File: src/rtl/tsc_phase_sequencer_if.sv
// rtl/tsc_phase_sequencer_if.sv - sensor inputs and lamp outputs of the phase sequencer
// TSC_PREEMPT_EN adds the preempt input.
interface tsc_phase_sequencer_if;
    logic       x;
    logic       ped_req;
`ifdef TSC_PREEMPT_EN
    logic       preempt;
`endif
    logic [1:0] hwy;
    logic [1:0] cntry;
    logic       ped_walk;
    logic [2:0] phase;

`ifdef TSC_PREEMPT_EN
    modport master (output x, ped_req, preempt, input hwy, cntry, ped_walk, phase);
    modport slave  (input x, ped_req, preempt, output hwy, cntry, ped_walk, phase);
`else
    modport master (output x, ped_req, input hwy, cntry, ped_walk, phase);
    modport slave  (input x, ped_req, output hwy, cntry, ped_walk, phase);
`endif
endinterface

File: src/rtl/tsc_phase_sequencer.sv
// rtl/tsc_phase_sequencer.sv - timed highway/country phase sequencer, Moore FSM with dwell counter
// Optional feature: TSC_PREEMPT_EN (preempt input holds HG and cuts CG short).
module tsc_phase_sequencer #(
    parameter int unsigned CNT_W   = 8,
    parameter int unsigned HG_MIN  = 8,
    parameter int unsigned Y_TIME  = 3,
    parameter int unsigned AR_TIME = 2,
    parameter int unsigned CG_MIN  = 3,
    parameter int unsigned CG_MAX  = 6
) (
    input  logic                  clk,
    input  logic                  clear_n,
    tsc_phase_sequencer_if.slave  bus
);

    typedef enum logic [2:0] {
        HG  = 3'd0,
        HY  = 3'd1,
        AR1 = 3'd2,
        CG  = 3'd3,
        CY  = 3'd4,
        AR2 = 3'd5
    } state_t;

    localparam logic [1:0] LAMP_RED    = 2'b00;
    localparam logic [1:0] LAMP_YELLOW = 2'b01;
    localparam logic [1:0] LAMP_GREEN  = 2'b10;

    localparam logic [CNT_W-1:0] HG_LAST     = CNT_W'(HG_MIN - 1);
    localparam logic [CNT_W-1:0] Y_LAST      = CNT_W'(Y_TIME - 1);
    localparam logic [CNT_W-1:0] AR_LAST     = CNT_W'(AR_TIME - 1);
    localparam logic [CNT_W-1:0] CG_MIN_LAST = CNT_W'(CG_MIN - 1);
    localparam logic [CNT_W-1:0] CG_MAX_LAST = CNT_W'(CG_MAX - 1);

    state_t           state_q, state_d;
    logic [CNT_W-1:0] cnt_q, cnt_d;
    logic             ped_pend_q, ped_pend_d;
    logic             preempt_w;
    logic [1:0]       hwy_w, cntry_w;
    logic             walk_w;

`ifdef TSC_PREEMPT_EN
    assign preempt_w = bus.preempt;
`else
    assign preempt_w = 1'b0;
`endif

    always_ff @(posedge clk or negedge clear_n) begin
        if (!clear_n) begin
            state_q    <= HG;
            cnt_q      <= '0;
            ped_pend_q <= 1'b0;
        end else begin
            state_q    <= state_d;
            cnt_q      <= cnt_d;
            ped_pend_q <= ped_pend_d;
        end
    end

    always_comb begin
        state_d = state_q;
        case (state_q)
            HG:  if (!preempt_w && cnt_q >= HG_LAST && (bus.x || ped_pend_q)) state_d = HY;
            HY:  if (cnt_q == Y_LAST)  state_d = AR1;
            AR1: if (cnt_q == AR_LAST) state_d = CG;
            // CG_MAX cap keeps the highway from starving under continuous country traffic
            CG:  if (preempt_w || cnt_q == CG_MAX_LAST || (cnt_q >= CG_MIN_LAST && !bus.x))
                     state_d = CY;
            CY:  if (cnt_q == Y_LAST)  state_d = AR2;
            AR2: if (cnt_q == AR_LAST) state_d = HG;
            default: state_d = HG;
        endcase
    end

    always_comb begin
        cnt_d = cnt_q;
        if (state_d != state_q) begin
            cnt_d = '0;
        end else if (cnt_q != {CNT_W{1'b1}}) begin
            cnt_d = cnt_q + 1'b1;
        end
    end

    // Entering CG serves the request, so the clear beats a same-cycle press
    always_comb begin
        ped_pend_d = ped_pend_q | bus.ped_req;
        if (state_q == AR1 && state_d == CG) begin
            ped_pend_d = 1'b0;
        end
    end

    always_comb begin
        hwy_w   = LAMP_RED;
        cntry_w = LAMP_RED;
        walk_w  = 1'b0;
        case (state_q)
            HG:  hwy_w = LAMP_GREEN;
            HY:  hwy_w = LAMP_YELLOW;
            CG: begin
                cntry_w = LAMP_GREEN;
                walk_w  = 1'b1;
            end
            CY:  cntry_w = LAMP_YELLOW;
            default: begin
                hwy_w   = LAMP_RED;
                cntry_w = LAMP_RED;
            end
        endcase
    end

    assign bus.hwy      = hwy_w;
    assign bus.cntry    = cntry_w;
    assign bus.ped_walk = walk_w;
    assign bus.phase    = state_q;

endmodule
File: src/flat_wrapper.sv
// flat-port wrapper written by rule: the top's interface ports become plain ports
module tsc_phase_sequencer_flat 
#(
    parameter int unsigned CNT_W   = 8,
    parameter int unsigned HG_MIN  = 8,
    parameter int unsigned Y_TIME  = 3,
    parameter int unsigned AR_TIME = 2,
    parameter int unsigned CG_MIN  = 3,
    parameter int unsigned CG_MAX  = 6
)
  (clk, clear_n, bus_x, bus_ped_req, bus_hwy, bus_cntry, bus_ped_walk, bus_phase);
  tsc_phase_sequencer_if bus_i ();
  input  logic clk;
  input  logic clear_n;
  input wire logic [$bits(bus_i.x)-1:0] bus_x;
  input wire logic [$bits(bus_i.ped_req)-1:0] bus_ped_req;
  output wire logic [$bits(bus_i.hwy)-1:0] bus_hwy;
  output wire logic [$bits(bus_i.cntry)-1:0] bus_cntry;
  output wire logic [$bits(bus_i.ped_walk)-1:0] bus_ped_walk;
  output wire logic [$bits(bus_i.phase)-1:0] bus_phase;
  assign bus_i.x = bus_x;
  assign bus_i.ped_req = bus_ped_req;
  assign bus_hwy = bus_i.hwy;
  assign bus_cntry = bus_i.cntry;
  assign bus_ped_walk = bus_i.ped_walk;
  assign bus_phase = bus_i.phase;
  tsc_phase_sequencer #(.CNT_W(CNT_W), .HG_MIN(HG_MIN), .Y_TIME(Y_TIME), .AR_TIME(AR_TIME), .CG_MIN(CG_MIN), .CG_MAX(CG_MAX)) u_core (.clk(clk), .clear_n(clear_n), .bus(bus_i));
endmodule
File: config.mk
export PLATFORM = sky130hd
export DESIGN_NAME = tsc_phase_sequencer_flat
export DESIGN_NICKNAME = d
export VERILOG_FILES = /design/src/rtl/tsc_phase_sequencer_if.sv /design/src/rtl/tsc_phase_sequencer.sv /design/src/flat_wrapper.sv
export SDC_FILE = /design/constraint.sdc
export NUM_CORES = 1
export LEC_CHECK = 0
export CAP_MARGIN = 20
export CELL_PAD_IN_SITES_DETAIL_PLACEMENT = 0
export CELL_PAD_IN_SITES_GLOBAL_PLACEMENT = 1
export CORE_MARGIN = 2
export CORE_UTILIZATION = 36
export CTS_CLUSTER_SIZE = 24
export DETAILED_ROUTE_END_ITERATION = 8
export PLACE_DENSITY = 0.69
export SYNTH_ARGS = -nofsm -noshare
export SYNTH_HDL_FRONTEND = slang
export SYNTH_SLANG_ARGS = --single-unit
export TNS_END_PERCENT = 5
File: constraint.sdc
create_clock -name clk -period 1.73 [get_ports clk]
set_input_delay 0.519 -clock clk [delete_from_list [all_inputs] [get_ports clk]]
set_output_delay 0.519 -clock clk [all_outputs]
set_load 0.05 [all_outputs]
After elaboration in Yosys (flattened, before gate mapping)
Index checks and enable logic that the tools add are counted.

Word-level logic and storage cells: 39. Register bits after elaboration: 12. Output and inout port bits: 8. Input bits: 4.

Bitwise gates (word level): 1. Equal/unequal tests: 11. Add/subtract/negate cells: 1. $lt $le $gt $ge: 2. Mux-type cells: 13. Reduce and logical (&&, ||, !) cells: 8.

Operators with widths (count): 3-bit two-way mux (6); 3-bit case mux with 6 select lines (1); 8-bit two-way mux (2); 3-bit by 2-bit == test with 1-bit output (second input constant) (3); 8-bit by 1-bit adder with 8-bit output (second input constant) (1); 8-bit by 1-bit == test with 1-bit output (second input constant) (1); 8-bit by 2-bit == test with 1-bit output (second input constant) (1); 8-bit by 3-bit == test with 1-bit output (second input constant) (1); 8-bit by 2-bit greater-or-equal comparator with 1-bit output (second input constant) (1); 8-bit by 3-bit greater-or-equal comparator with 1-bit output (second input constant) (1); 8-bit != test (second input constant) (1); 2-bit case mux with 2 select lines (2); 3-bit == test (second input constant) (2); 3-bit by 1-bit == test with 1-bit output (second input constant) (1); 1-bit logical AND (3); 3-bit logical NOT (1); 3-bit != test (1); 1-bit logical OR (2); 1-bit two-way mux (2); 2-bit nonzero test (1); 1-bit logical NOT (1); 1-bit OR (1).

Depth between registers and ports, before layout
Gate-level depths: netlist of run 1.

Word-level depth: 8. Mapped depth: 6. Depth with buffers taken out: 6.

Worst setup path after synthesis of run 1
OpenSTA, ideal clock, no wires.

Kind: register -> register. Start point: register u_core.state_q[0] (netlist: u_core.bus.phase[0]). End point: register u_core.cnt_q[0]. Setup slack: -810 ps. Setup time: 137 ps. Arrival: 2403 ps. Cell stages (with the launch flop): 5. Path through: dfrtp_1 > buf_2 > nor3_1 > a211o_4 > nor3_1.

Longest elaborated chain between the ends: 4. Elaborated cells between the ends (all ways): 16. Classes of those cells: eq/ne (6); mux (8); reduce/logical (2).

RTL lines: from (decl) (RTL line tsc_phase_sequencer.sv:35) `state_t state_q, state_d;`; from (signal assigned) (RTL line tsc_phase_sequencer.sv:54) `state_q <= state_d;`; 3-bit == test (tied with other cells) (RTL line tsc_phase_sequencer.sv:62) `case (state_q)`; 3-bit case mux with 6 select lines (RTL line tsc_phase_sequencer.sv:62); 3-bit != test * (RTL line tsc_phase_sequencer.sv:77) `if (state_d != state_q) begin`; 8-bit two-way mux or 2-bit nonzero test (tied branches); to (signal assigned) (RTL line tsc_phase_sequencer.sv:55) `cnt_q <= cnt_d;`; to (decl) (RTL line tsc_phase_sequencer.sv:36) `logic [CNT_W-1:0] cnt_q, cnt_d;`.

Mark *: on every way between the ends. The rest lies on a longest branch, timed or not. A chain may end at the register's enable or synchronous reset.

Final worst setup path of run 1
Start point: register u_core.state_q[2] (netlist: u_core.bus.phase[2]). End point: output bus_hwy[1].

Longest elaborated chain between the ends: 2. Elaborated cells between the ends (all ways): 3. Classes of those cells: eq/ne (1); mux (1); reduce/logical (1).

RTL lines: 3-bit by 1-bit == test with 1-bit output or 3-bit logical NOT (tied branches) (RTL line tsc_phase_sequencer.sv:96) `case (state_q)`; 2-bit case mux with 2 select lines * (RTL line tsc_phase_sequencer.sv:96); to (decl) (RTL line flat_wrapper.sv:17) `output wire logic [$bits(bus_i.hwy)-1:0] bus_hwy;`.

Marks and branches as above.

==> qor.csv, run 1 <==
metric,value,unit
status,"complete, but fails checks",
failed_checks,setup timing,
maxCapViolCount,0,
dp_slack,-0.289,ns
syn_inst,102,
syn2layout_area_growth,61.7,%
hold_ws,0.524,ns
cts-root-buf,clkbuf_4,
leakagePower,0.634,nW
ant_nets,0,
die_w,54.3,um
viasPerCell,5.47,
worst_slew_pin_slew,0.255,ns
ys_types,38,
synth_fp_nets,109,
finalSetupTns,-0.168,ns
hold_viol_final,0,
coreArea,0.00243,mm2
setup_viol,5,
dr_total_vias,935,
rsz0062_at_grt,true,
hpwl,1800,um
antenna_found_initial,0,
worst_setup_path_end_kind,primary output,
layout_commonest_cell,buf_4,
fmax,561,MHz
setup_ws,-0.0528,ns
cp_data_arrival_time,1.26,ns
dp.cells,159,
fin_util,60.5,%
cp_data_required_time,1.21,ns
grt_pass1_vias,964,
yosys_warnings,0,
worstSetupPathType,reg -> out,
die_h,54.3,um
async_reset_ff_share,100,%
track_usage,20.0,%
grt_pass1_wl,4250,um
slew_headroom,82.9,%
diodes,0,
numCtsBuffers,3,
peakVddDrop,1.02,mV
top_level_ports,12,
period_share,103,%
ys_seq_elements,12,
cts-root-to-sink-buffers,2,
gp_congestion,0.734,
cp-start-kind,flop,
cts_tree,yes,
clkTransAtPathRegs,0.09,ns
dieArea,0.00295,mm2
syn_area,911,um2
drive_above_1_share,48.9,%
cts.sinks,12,
clock_skew,0.0107,ns
synthFlopType,dfrtp_1,
clk_latency,0.29,ns
layout_common_cells,"24 x buf_4, 11 x nor2_1, 8 x buf_12",
first_iter_violations,17,
gr-total-overflow,0,
drc,0,
worstHoldPathType,reg -> reg,
grt_max_degree,13,
htreeDepth,1,
synth_edf_count,0,
ys_seq_area_share,33.0,%
postRouteWirelength,2570,um
final_nets,149,
io_buffers,11,
slew_viol_final,0,
crit_fanout,4,
start_util,37.4,%
min_period,1.78,ns
rows,18,
p_per_area,1730,mW/mm2
layout.cells.non_filler,171,
routedWlPerCell,15.0,um
syn_avg_cell_area,8.93,um2
firstDrtPassIters,4,
==> repair_timing <==
| action | 4_1_cts | 5_1_grt |
|---|---|---|
| resized for setup | 5 | 15 |
| endpoints found under the setup margin | 14 | 15 |
| hold buffers | 0 | 0 |
| setup buffers | 8 | 0 |
| pin swaps | 1 | 7 |
==> synth_stat cells (all sizes together), types with 3 or more instances <==
cell,number,area [um2]
a31oi,4,40.0
and3,8,50.1
buf,4,26.3
dfrtp,12,300
ha,3,37.5
inv,4,15.0
nand2,5,21.3
nand3,4,20.0
nor2,13,51.3
nor2b,3,18.8
nor3,12,65.1
o21ai,5,25.0
==> worst paths after layout <==
kind                                          startpoint                            end  slack, ns  cells after the start
hold / removal               u_core.ped_pend_q$_DFF_PN0_    u_core.ped_pend_q$_DFF_PN0_       0.52                      2
min in group asynchronous                        clear_n  u_core.bus.phase[2]$_DFF_PN0_       0.53                      2
max in group asynchronous                        clear_n    u_core.cnt_q[0]$_DFFE_PN0P_       1.01                      2
hold reg to reg              u_core.ped_pend_q$_DFF_PN0_    u_core.ped_pend_q$_DFF_PN0_       0.52                      2
setup reg to reg             u_core.cnt_q[1]$_DFFE_PN0P_    u_core.cnt_q[6]$_DFFE_PN0P_       0.06                      6
setup / recovery           u_core.bus.phase[2]$_DFF_PN0_                     bus_hwy[1]      -0.05                      3
==> metrics by stage <==
step                      instance area, um2  power (mW)
after floorplan                          947        1.47
final                                   1470        2.55
after global placement                  1300        2.06
after CTS                               1420        2.46
after global routing                    1470        2.72
after detailed placement                1300        2.09
==> worst max-delay path, stage by stage, from the launching register on <==
cell	delay, ns
dfrtp_2	0.46
buf_6	0.14
nor3_4	0.21
buf_12	0.16
==> logic make-up (layout without fill, tap and decap cells) <==
group | after synthesis | in the layout | share of synthesized area, %
mux | 2 | 2 | 2.34
flops | 12 | 12 | 33.0
fa+ha+maj | 3 | 3 | 4.12
buf+inv | 8 | 47 | 4.53
simple gates | 55 | 55 | 35.3
xor+xnor | 3 | 3 | 2.89
compound gates | 19 | 19 | 17.9
==> metal layers <==
metal | global-route usage (%) | wire, um
met1 | 25.7 | 1120
met4 | 10.0 | 31
met2 | 32.7 | 1290
met3 | 2.73 | 121
met5 | 0 | 0
==> state kept, by name, indices dropped and copies added, names as in the netlist <==
name	flops
u_core.ped_pend_q	1
u_core.cnt_q	8
u_core.bus.phase	3
==> power by group <==
part / internal (mW) / leakage (nW) / total [mW] / switching, mW
clock network: 0.128 / 0.0210 / 0.240 / 0.112
registers: 0.377 / 0.146 / 0.523 / 0.147
logic: 0.918 / 0.467 / 1.78 / 0.866
total: 1.42 / 0.634 / 2.55 / 1.12
==> layout make-up <==
class,instances,area (um2)
Tap cell,30,37.5
Timing Repair Buffer,39,415
Inverter,4,18.8
Fill cell,212,960
Multi-Input combinational cell,82,657
Clock buffer,4,36.3
Sequential cell,12,308
(Power assumes the default switching activity.)
==> run 2: changes to the inputs <==
Settings changed: SETUP_SLACK_MARGIN set to 0.4.
==> run 2 against run 1 <==
The run still ends with setup timing left. Flip-flop and latch count is the same. Final cell count increased by 1.2%. Clock skew grew 0.0017 ns. Final area is 1.7% higher. Global-route usage rose by 0.29 points. Die area did not move. Critical path depth unchanged. Clock power barely moved. Fmax down 1.1%. Sequential power is 0.8% lower. Combinational power is 2% higher. Register-to-register slack worse by 0.03 ns.
==> qor.csv, run 2 (synthesis results as in run 1) <==
metric,value,unit,change
cp-start-kind,flop,,
clock_skew,0.0124,ns,+0.00172 ns
antenna_found_initial,0,,unchanged
timing.rr.end,u_core.cnt_q[2]$_DFFE_PN0P_,,
rsz0062_at_grt,true,,
regMostFlops,u_core.cnt_q,,
io_buffers,11,,unchanged
diodes,0,,unchanged
final_nets,151,,+1.3%
clk_latency,0.30,ns,about the same
htreeDepth,1,,unchanged
worst_setup_path_end_kind,primary output,,
routedWlPerCell,15.2,um,+1.4%
status,"complete, but fails checks",,
layout_commonest_cell,buf_4,,
min_period,1.80,ns,+0.0197 ns
startpoint,u_core.bus.phase[1]$_DFF_PN0_,,
cts-root-to-sink-buffers,2,,unchanged
hold_ws,0.514,ns,-0.0105 ns
cp_slowest_cell,dfrtp_2,,
dr_total_vias,961,,+2.8%
cp_data_arrival_time,1.28,ns,+0.02 ns
rrSetupSlack,0.03,ns,-0.03 ns
layout_common_cells,"26 x buf_4, 11 x nor2_1, 9 x buf_12",,
firstDrtPassIters,4,,unchanged
first_iter_violations,13,,-4
peakVddDrop,0.941,mV,-7.4%
gp_congestion,0.801,,+9.1%
p_per_area,1720,mW/mm2,-0.32%
dieArea,0.00295,mm2,unchanged
coreArea,0.00243,mm2,unchanged
ant_nets,0,,unchanged
clkTransAtPathRegs,0.09,ns,about the same
setup_ws,-0.0725,ns,-0.0197 ns
worstHoldPathType,in -> async,,
die_h,54.3,um,unchanged
crit_fanout,4,,unchanged
slew_headroom,79.5,%,-3.3 points
hpwl,1800,um,about the same
hold_viol_final,0,,unchanged
cts-root-buf,clkbuf_4,,
dp_slack,-0.276,ns,+0.0131 ns
drc,0,,unchanged
gr-total-overflow,0,,unchanged
slew_viol_final,0,,unchanged
path_cells,buf_12 > nor3_4 > buf_12,,
rows,18,,unchanged
maxCapViolCount,0,,unchanged
period_share,104,%,+1.1 points
die_w,54.3,um,unchanged
cp_slowest_stage_delay,0.46,ns,about the same
postRouteWirelength,2630,um,+2.6%
leakagePower,0.666,nW,+5.2%
cp-endpoint,bus_hwy[1],,
final_area,0.00150,mm2,+1.7%
start_util,37.4,%,unchanged
largest_register_ff_count,8,,unchanged
timing.critical_path.mode_cell,buf_12,,
drive_above_1_share,49.0,%,about the same
numCtsBuffers,3,,unchanged
worstSetupPathType,reg -> out,,
placed_cell_area,0.00131,mm2,+0.58%
cts_tree,yes,,
grt_pass1_wl,4260,um,+0.33%
top_level_ports,12,,unchanged
grt_pass1_vias,891,,-7.6%
finalSetupTns,-0.227,ns,-0.0588 ns
hold_buffers,0,,unchanged
p_total,2.58,mW,+1.4%
r2r_start,u_core.cnt_q[0]$_DFFE_PN0P_,,
worst_slew_pin_slew,0.307,ns,+0.0524 ns
grt_max_degree,13,,unchanged
failed_checks,setup timing,,
fmax,555,MHz,-1.1%
cts.sinks,12,,unchanged
setup_viol,6,,+1
viasPerCell,5.55,,+1.6%
track_usage,20.3,%,+0.29 points
syn2layout_area_growth,64.4,%,
reg2reg_depth,6,,unchanged
cp_data_required_time,1.21,ns,about the same
## run 2: cell types whose count changed in the layout (fill, tap and decap cells not counted), sizes merged
cell and delta:
buf +2, clkinvlp -1, inv +1
## run 2: worst min-delay path by stage
stage                                          to  depth (start not counted)  slack [ns]
floorplan           u_core.bus.phase[0]$_DFF_PN0_                          0        0.22
global placement      u_core.ped_pend_q$_DFF_PN0_                          2        0.52
detailed placement    u_core.ped_pend_q$_DFF_PN0_                          2        0.54
CTS                 u_core.bus.phase[2]$_DFF_PN0_                          2        0.52
global route          u_core.cnt_q[3]$_DFFE_PN0P_                          2        0.53
finish              u_core.bus.phase[2]$_DFF_PN0_                          2        0.51
## run 2: where the power goes
| group | internal (mW) | total (mW) | leakage [nW] | switching [mW] |
|---|---|---|---|---|
| combinational | 0.946 | 1.82 | 0.498 | 0.874 |
| sequential | 0.374 | 0.519 | 0.147 | 0.145 |
| clock | 0.128 | 0.243 | 0.0210 | 0.115 |
## run 2: per-stage QoR
step,utilization [%],std cells
floorplan,-,102
finish,61.6,173
global placement,53.7,160
global route,61.6,173
CTS,61.3,173
detailed placement,53.7,160
## run 2: cell type report
| class | count | area (um2) |
|---|---|---|
| sequential | 12 | 307 |
| timing repair buffer | 41 | 439 |
| fill | 220 | 935 |
| inverter | 4 | 15.0 |
| tap | 30 | 37.5 |
| multi-input combinational | 82 | 663 |
| clock buffer | 4 | 36.3 |
## run 2: timing repair
item	in CTS	in global routing
buffers inserted	9	0
setup endpoints to repair	20	20
gates resized for setup	15	3
pin swaps	5	2
cloned	0	0
## run 2: per-layer routing
layer	vias up	wire, um	global-route usage (%)
met5	-	0	0
met4	0	46	7.50
met3	5	92	2.46
met2	22	1280	32.7
met1	467	1220	27.7
li1	467	-	-
## run 2: critical path, delay by kind of cell (launching register included)
family,cells,cell delay (ns)
flip-flops,1,0.46
AND/OR/NAND/NOR,1,0.21
buffers and inverters,2,0.31
==> RTL edit: new RTL, settings of run 1 <==
`CNT_W` is set to 8 in 2 places; all go to 12.
--- a/src/rtl/tsc_phase_sequencer.sv
+++ b/src/rtl/tsc_phase_sequencer.sv
@@ -3,3 +3,3 @@
 module tsc_phase_sequencer #(
-    parameter int unsigned CNT_W   = 8,
+    parameter int unsigned CNT_W   = 12,
     parameter int unsigned HG_MIN  = 8,
--- a/src/flat_wrapper.sv
+++ b/src/flat_wrapper.sv
@@ -3,3 +3,3 @@
 #(
-    parameter int unsigned CNT_W   = 8,
+    parameter int unsigned CNT_W   = 12,
     parameter int unsigned HG_MIN  = 8,
Formal check against the unedited RTL: same outputs for any inputs over 10 cycles, from zero or initial values; that may be too few to reach the edited logic, so the function may still have changed.
==> RTL edit against run 1 <==
The flow still finishes with violations (negative setup slack); sequential cell count grew 4; combinational power increased by 21%; power up 18%; core utilization fell by 5.3 points; non-clock buffer count increased by 9; area after synthesis grew 34%; global-route usage fell by 2.5 points; synthesized cell count is 26% higher; wire length increased by 21%; final area grew 23%; cell count grew 27%; setup slack lost 0.18 ns; clock skew is 0.0042 ns lower; largest cell class unchanged; largest power group unchanged.
==> RTL edit: results <==
{
  "status": "complete, but fails checks",
  "violations": "negative setup slack",
  "critical-path-max-stage-delay_ns": 0.50,
  "vias": 1146,
  "met2_wirelength_um": 1620,
  "regArea_um2": 404,
  "ff2ff_path_depth": 5,
  "use_met1_pct": 21.2,
  "net-switching-power_mw": 1.33,
  "crit_slowest_cell": "o311ai_4",
  "skew_ns": 0.00648,
  "tns_ns": -3.32,
  "fin_ws_ns": -0.235,
  "largest_reg_flops": 12,
  "dp_cells": 212,
  "grt_pass1_wl_um": 5500,
  "synth_area_leaders": "dfrtp_1 33%, nor3_2 7.4%, nand3_1 4.1%",
  "worstSetupPathType": "reg2reg",
  "m1WireLength_um": 1330,
  "post_cts_buffers": 3,
  "path_max_fanout": 5,
  "gp_congestion": 0.841,
  "synth_cell_types": 45,
  "min_path_cells": 1,
  "drive_above_1_share_pct": 45.9,
  "track_usage_pct": 17.5,
  "cts-resized-gates": 3,
  "grt_pass1_vias": 1229,
  "place_ws_ns": -0.443,
  "drt_iter0_markers": 43,
  "met3_usage_pct": 2.36,
  "worst_path_dominant_cell_family": "compound AO/OA/AOI/OAI gates",
  "max-vdd-ir-drop_uv": 603,
  "route.met3.wl_um": 89,
  "p_leak_nw": 0.776,
  "cp.arrival_ns": 2.15,
  "final-setup-viol-count": 20,
  "timing.hold.ws_ns": 0.524,
  "ys_seq_area_share_pct": 32.9,
  "synth_fp_nets": 136,
  "wl_um": 3110,
  "hpwlAfterDp_um": 2400,
  "use_met2_pct": 30.7,
  "synth_common_cells": "16 x dfrtp_1, 10 x nand2_1, 10 x nand3_1",
  "grt_max_degree": 17
}
RTL edit: cell families after synthesis:
family	synth area share (%)
flip-flops	32.9
AND/OR/NAND/NOR	32.0
AO/OA/AOI/OAI	20.6
multiplexers	0.821
adder cells (fa/ha/maj)	3.08
XOR/XNOR	2.88
buffers and inverters	7.70
RTL edit: cell type report:
type | count | share of cell area [%]
Tap cell | 46 | 3.17
Clock buffer | 4 | 2.00
Inverter | 8 | 1.86
Sequential cell | 16 | 22.3
Multi-Input combinational cell | 96 | 43.1
Timing Repair Buffer | 48 | 27.6
RTL edit: power groups by stage:
stage	Combinational, mW	Clock (mW)	Sequential [mW]
after global routing	2.31	0.277	0.607
after CTS	2.12	0.258	0.583
final	2.16	0.253	0.591
after floorplan	1.11	0	0.663
after global placement	2.01	0	0.610
after detailed placement	2.05	0	0.612
RTL edit: worst reg2reg max path: stages, from the launching register on:
cell	delay, ns
dfrtp_1	0.43
nor4_4	0.45
a41oi_2	0.24
o311ai_4	0.51
buf_6	0.19
nor3_2	0.05
